`src/rtl/flipflop_bank_pkg.sv`:
```
// Shared mode encodings for the flip-flop bank.
// Optional change counter is enabled by defining FLIPFLOP_BANK_CNT_EN.
package flipflop_bank_pkg;

    typedef enum logic [1:0] {
        MODE_JK   = 2'b00,
        MODE_D    = 2'b01,
        MODE_T    = 2'b10,
        MODE_HOLD = 2'b11
    } mode_e;

endpackage

```
`src/rtl/flipflop_cell.sv`:
```
// One-bit next-state logic for a JK / D / T / hold flip-flop channel.
// Purely combinational; the state register lives in flipflop_bank.
import flipflop_bank_pkg::*;

module flipflop_cell (
    input  logic [1:0] mode,
    input  logic       j,
    input  logic       k,
    input  logic       q,
    output logic       q_nxt
);

    always_comb begin
        q_nxt = q;
        case (mode)
            MODE_JK: begin
                case ({j, k})
                    2'b01:   q_nxt = 1'b0;
                    2'b10:   q_nxt = 1'b1;
                    2'b11:   q_nxt = ~q;
                    default: q_nxt = q;
                endcase
            end
            MODE_D:  q_nxt = j;
            MODE_T:  q_nxt = q ^ j;
            default: q_nxt = q;
        endcase
    end

endmodule

```
`src/rtl/flipflop_bank.sv`:
```
// Bank of WIDTH independent JK/D/T flip-flops with parallel load and change mask.
// Define FLIPFLOP_BANK_CNT_EN to add the saturating change counter (change_cnt, cnt_clr).
import flipflop_bank_pkg::*;

module flipflop_bank #(
    parameter int                 WIDTH     = 8,
    parameter logic [WIDTH-1:0]   RESET_VAL = '0,
    parameter int                 CNT_W     = 8
) (
    input  logic             clk,
    input  logic             reset,
    input  logic             enable,
    input  logic [1:0]       mode,
    input  logic [WIDTH-1:0] en_mask,
    input  logic [WIDTH-1:0] j,
    input  logic [WIDTH-1:0] k,
    input  logic             load,
    input  logic [WIDTH-1:0] load_val,
`ifdef FLIPFLOP_BANK_CNT_EN
    input  logic             cnt_clr,
    output logic [CNT_W-1:0] change_cnt,
`endif
    output logic [WIDTH-1:0] q,
    output logic [WIDTH-1:0] qn,
    output logic [WIDTH-1:0] changed
);

    logic [WIDTH-1:0] q_q, q_d;
    logic [WIDTH-1:0] changed_q, changed_d;
    logic [WIDTH-1:0] cell_nxt;

    for (genvar i = 0; i < WIDTH; i++) begin : g_cell
        flipflop_cell u_cell (
            .mode  (mode),
            .j     (j[i]),
            .k     (k[i]),
            .q     (q_q[i]),
            .q_nxt (cell_nxt[i])
        );
    end

    // Load bypasses enable, mask and mode entirely.
    always_comb begin
        if (load) begin
            q_d = load_val;
        end else begin
            for (int i = 0; i < WIDTH; i++) begin
                q_d[i] = (enable && en_mask[i]) ? cell_nxt[i] : q_q[i];
            end
        end
        changed_d = q_q ^ q_d;
    end

    always_ff @(posedge clk) begin
        if (reset) begin
            q_q       <= RESET_VAL;
            changed_q <= '0;
        end else begin
            q_q       <= q_d;
            changed_q <= changed_d;
        end
    end

`ifdef FLIPFLOP_BANK_CNT_EN
    localparam logic [CNT_W-1:0] CNT_MAX = {CNT_W{1'b1}};

    logic [CNT_W-1:0] cnt_q, cnt_d;

    always_comb begin
        cnt_d = cnt_q;
        if (cnt_clr) begin
            cnt_d = '0;
        end else if ((changed_d != '0) && (cnt_q != CNT_MAX)) begin
            cnt_d = cnt_q + 1'b1;
        end
    end

    always_ff @(posedge clk) begin
        if (reset) begin
            cnt_q <= '0;
        end else begin
            cnt_q <= cnt_d;
        end
    end

    assign change_cnt = cnt_q;
`endif

    assign q       = q_q;
    assign qn      = ~q_q;
    assign changed = changed_q;

endmodule

```
`config.mk`:
```
export PLATFORM = sky130hd
export DESIGN_NAME = flipflop_bank
export DESIGN_NICKNAME = d
export VERILOG_FILES = /design/src/rtl/flipflop_bank_pkg.sv /design/src/rtl/flipflop_cell.sv /design/src/rtl/flipflop_bank.sv
export SDC_FILE = /design/constraint.sdc
export NUM_CORES = 1
export LEC_CHECK = 0
export CORE_UTILIZATION = 38
export CTS_CLUSTER_DIAMETER = 80
export DETAILED_ROUTE_END_ITERATION = 10
export PLACE_DENSITY = 0.8
export SLEW_MARGIN = 15
export SYNTH_ARGS = -nofsm -noshare
export SYNTH_HDL_FRONTEND = slang
export SYNTH_SLANG_ARGS = --single-unit
```
`constraint.sdc`:
```
create_clock -name clk -period 1.8 [get_ports clk]
set_input_delay 0.36 -clock clk [delete_from_list [all_inputs] [get_ports clk]]
set_output_delay 0.36 -clock clk [all_outputs]
set_load 0.02 [all_outputs]
```
==> qor.yml <==
synth:
  ys_ff_latch: 16
  synth-async-reset-ratio: 0
  synth.avg_cell_area_um2: 7.088
  synthFlopType: "dfxtp_1"
  synth-edff-count: 0
  ys_seq_area_frac: 0.2329
  synth_xor_area_frac: 0.04459
  synth_fp_nets: 232
  synthSimpleGateAreaFrac: 0.2393
  synthCells: 194
  ys_types: 42
  synthAdderAreaFrac: 0
  synthMuxAreaShare: 0.03640
  synth_top_family_by_area: "compound AO/OA/AOI/OAI gates"
  syn-cell-area_um2: 1375
  yosys_warnings: 0
  synth_compound_area_frac: 0.3176
placement:
  dp_hpwl_mm: 2.906
  dpl-instance-area_um2: 2083
  place_congestion: 0.8645
  io_buffers: 61
  dpl.cell_count: 299
global_routing:
  overflow: 0
  grt_pass1_wl_mm: 6.486
  use_met3: 0.03309
  antenna_found_initial: 0
  grt_use_met1: 0.2701
  use_met2: 0.3365
  grt_pass1_vias: 1429
  grt_use_total: 0.2032
  top_usage_layer: "met2"
  grt_max_degree: 18
detailed_routing:
  routed_via_density: 5.248
  num_vias: 1585
  drtIter0Drc: 113
  postRouteAntennaNets: 0
  drtPass1Iterations: 4
  wl_per_cell_um: 12.99
  drcViolationCount: 0
  wl_mm: 3.923
setup_path:
  critPathLaunch: "q[7]"
  r2r_end: "changed[6]"
  crit_buf_inv: 1
  worstPathArrival_ns: 1.39
  path_depth: 1
  cp.required_ns: 1.44
  cp_top_family: "buffers and inverters"
  crit_end: "q[7]"
  crit_chain: "clkdlybuf4s50_1"
  r2r_slack_ns: 0.11
  critPathSlowestCell: "clkdlybuf4s50_1"
  r2r_cells: 4
  worst_setup_path_end_kind: "primary output"
  start_kind: "flop"
  rr_startpoint: "q[6]"
  worst-setup-path-type: "flop to primary output"
  crit_path_max_fanout: 6
  critPathMaxStageDelay_ns: 0.65
layout:
  n_antenna_cell: 0
  syn_to_final_growth_pct: 55.14
  layout-drive-gt1-share: 0.1484
  final_area_um2: 2133
  final_common_cell: "clkdlybuf4s50_1"
  nets: 296
  mostFrequentLayoutCells: "56 x clkdlybuf4s50_1, 33 x nand2_1, 22 x buf_4, 13 x a21oi_1"
  stdcell_count: 302
min_path:
  min_path_cells: 2
  hp-class: "flop to flop"
outcome:
  status: "finished clean"
power_and_ir_drop:
  ir_drop_uv: 270.9
  power.density_nw_per_um2: 503.7
  p_leak_nw: 0.8492
timing:
  finalHoldViolCount: 0
  skew_ns: 0.001801
  grt_setup_unrepaired: "no"
  timing.hold.ws_ns: 0.5463
  relSlewSlack: 0.7638
  fin_crit_ns: 1.754
  fmax_mhz: 570.2
  slew_viol_final: 0
  finalSetupTns_ns: 0
  setup_violations: 0
  finalCritPeriodShare: 0.9743
  worstMarginPinSlew_ns: 0.3453
clock_network:
  clock-root-buffer: "clkbuf_4"
  post_cts_buffers: 0
  tritoncts: "yes"
  path_clk_slew_ns: 0.10
  hold_buffers: 0
  cts-htree-levels: 1
  cts_buffer_depth: 2
  clk_latency_ns: 0.29
  numCtsBuffers: 3
  cts_sinks: 16
floorplan:
  pin_count: 62
  coreArea_um2: 3390
  initial_core_util: 0.4057
  die_h_um: 62.16
  die_w_um: 62.16
  dieArea_um2: 3863
  core.rowCount: 21
run:
  drv_cap: 0
where the power goes:
group          internal (W)  total, W  switching, W
combinational      0.000245  0.000455      0.000210
clock             0.0000778  0.000202      0.000125
sequential         0.000383  0.000417     0.0000338
flip-flops by register name, summed over array words and instances, names as in the netlist:
register,count
q,8
changed,8
kinds of logic after synthesis:
logic type | count (synthesis)
xor+xnor | 7
buf+inv | 37
mux | 5
flops | 16
simple gates | 67
compound gates | 62
final cells by class:
class                   count  area [µm²]
multi-input cells         141       893.4
clock buffers               3       22.52
fillers                   304        1256
repair buffers             84       788.3
well taps                  46       57.56
flip-flops and latches     16       326.6
inverters                  12       45.04
cell usage after synthesis, types with 2 or more instances:
library cell | instances | share of area
a211o_1 | 4 | 0.025
a21boi_0 | 4 | 0.022
a21oi_1 | 13 | 0.047
a221o_1 | 2 | 0.015
a221oi_1 | 2 | 0.013
a311oi_1 | 5 | 0.032
a31oi_1 | 5 | 0.023
a41oi_1 | 2 | 0.013
buf_1 | 2 | 0.0055
buf_4 | 8 | 0.044
clkbuf_1 | 13 | 0.035
dfxtp_1 | 16 | 0.23
inv_1 | 11 | 0.030
mux2i_1 | 5 | 0.036
nand2_1 | 33 | 0.090
nand2b_1 | 5 | 0.023
nand3_1 | 5 | 0.018
nor2_1 | 4 | 0.011
nor2b_1 | 6 | 0.027
nor3_1 | 7 | 0.025
o211ai_1 | 6 | 0.033
o21ai_0 | 10 | 0.036
xor2_1 | 7 | 0.045
metal layers:
layer | up-vias | wire, µm
met3 | 6 | 256
met1 | 705 | 1742
met2 | 61 | 1887
met4 | 0 | 37
li1 | 813 | -
met5 | - | 0
per-stage QoR:
| stage | power (W) | setup slack (ns) | util |
|---|---|---|---|
| detailed placement | 0.0008726 | -0.5113 | 0.6146 |
| global route | 0.001135 | 0.002385 | 0.6294 |
| floorplan | 0.0006525 | 0.03301 | - |
| finish | 0.001075 | 0.04620 | 0.6294 |
| CTS | 0.001076 | 0.003212 | 0.6275 |
| global placement | 0.0008678 | -0.4106 | 0.6146 |
repair_timing:
item	CTS	global route
pin swaps	1	0
gates resized for setup	12	3
endpoints found under the hold margin	0	0
setup endpoints to repair	6	4
gates cloned	0	0
worst min path at each step:
stage | to | slack (ns) | start
2_1_floorplan | q[0] | 0.51 | load_val[0]
3_3_place_gp | q[0] | 0.57 | q[0]
3_5_place_dp | q[7] | 0.57 | q[7]
4_1_cts | q[2] | 0.55 | q[2]
5_1_grt | q[5] | 0.57 | q[5]
6_report | q[2] | 0.55 | q[2]
Power figures use the tool's default switching activity.
==> edit: new RTL, config.mk and constraints unchanged <==
`WIDTH`: 8 -> 12.
--- a/src/rtl/flipflop_bank.sv
+++ b/src/rtl/flipflop_bank.sv
@@ -4,5 +4,5 @@
 
 module flipflop_bank #(
-    parameter int                 WIDTH     = 8,
+    parameter int                 WIDTH     = 12,
     parameter logic [WIDTH-1:0]   RESET_VAL = '0,
     parameter int                 CNT_W     = 8
Interface: changed (7 resized); port bits go from 62 to 90. The function was not compared with the original's and may differ.
==> edit against the unedited design <==
Sequential cell count rose by 8; global-route usage rose by 0.18 points; total power rose by 41%; wire length rose by 36%; via count rose by 30%; synthesized area rose by 39%; cell area rose by 37%; sequential share of layout area rose by 1.2 points; worst setup slack improved by 11 ps; critical path type unchanged; critical endpoint is now qn[9]; largest power group unchanged.
==> edit: results (changes against the unedited design) <==
\begin{tabular}{lr}
\hline
Metric & Value \\
\hline
\multicolumn{2}{l}{\textbf{Power}} \\
Leak pwr & 1.10 nW (was 0.849 nW) \\
Seq power & 0.603 mW (was 0.417 mW) \\
Total power after layout & 1.52 mW (was 1.07 mW) \\
\multicolumn{2}{l}{\textbf{Placed design}} \\
Pre-CTS setup slack & -379 ps (was -511 ps) \\
Post-detailed-placement cell area & 2840 sq um (was 2080 sq um) \\
Dpl hpwl & 4.02 mm (was 2.91 mm) \\
Final weighted congestion in routability-driven placement & 0.775 (was 0.865) \\
Port Buffers & 89 (was 61) \\
\multicolumn{2}{l}{\textbf{Layout}} \\
Cell area after layout & 2920 sq um (was 2130 sq um) \\
Layout net count & 381 (was 296) \\
Finished Layout Cells & 392 (was 302) \\
Filler cell count in the final layout & 431 (was 304) \\
\multicolumn{2}{l}{\textbf{Worst setup path}} \\
Delay of the slowest critical-path stage & 550 ps (was 650 ps) \\
Worst Path Max Fanout & 7 (was 6) \\
R2r setup slk & 230 ps (was 110 ps) \\
\multicolumn{2}{l}{\textbf{Route}} \\
M1 WL & 2.38 mm (was 1.74 mm) \\
Met2 Routed Length & 2.55 mm (was 1.89 mm) \\
Routed wire length & 5.32 mm (was 3.92 mm) \\
\multicolumn{2}{l}{\textbf{Clocking}} \\
Clock root buffer & sky130\_fd\_sc\_hd\_\_clkbuf\_8 (was sky130\_fd\_sc\_hd\_\_clkbuf\_4) \\
Clock slew at reported path FFs & 80 ps (was 100 ps) \\
\multicolumn{2}{l}{\textbf{Global routing}} \\
Fraction of met2 tracks used by global routing & 0.370 (was 0.337) \\
GRT Total Usage & 0.205 (was 0.203) \\
Met3 Resource Use GR & 0.0331 (about the same) \\
Via count of the first global-routing pass & 1842 (was 1429) \\
\multicolumn{2}{l}{\textbf{STA}} \\
Final worst setup slack & 57.3 ps (was 46.2 ps) \\
Relative slew margins & 0.810 (was 0.764) \\
Hold Slack & 546 ps (about the same) \\
\multicolumn{2}{l}{\textbf{Synth}} \\
Sequential fraction of the synthesis area & 0.252 (was 0.233) \\
Mapped Nets & 297 (was 232) \\
\multicolumn{2}{l}{\textbf{Outcome}} \\
Status & finished, final reports clean (unchanged) \\
\hline
\end{tabular}
==> edit: cell count changes in the layout (fill, tap and decap cells not counted), moves of 6 or more <==
cell | before | now
sky130_fd_sc_hd__clkdlybuf4s50_1 | 56 | 86
sky130_fd_sc_hd__nor2_1 | 4 | 22
sky130_fd_sc_hd__a21oi_1 | 13 | 28
sky130_fd_sc_hd__dfxtp_1 | 11 | 23
sky130_fd_sc_hd__buf_4 | 22 | 12
sky130_fd_sc_hd__a211oi_2 | 0 | 6
sky130_fd_sc_hd__mux2_4 | 0 | 6
sky130_fd_sc_hd__o211ai_1 | 6 | 0
==> edit: final cells by class <==
type                       count  area share
multi-input combinational    175       0.407
timing repair buffer         107       0.365
sequential                    24       0.165
tap                           67      0.0287
inverter                      16      0.0206
clock buffer                   3      0.0142
==> edit: final timing paths <==
path / startpoint / end / depth (start not counted)
setup reg to reg: q[1] / changed[1] / 5
hold reg to reg: q[4] / q[4] / 2
hold / removal: q[4] / q[4] / 2
setup / recovery: q[9] / qn[9] / 2
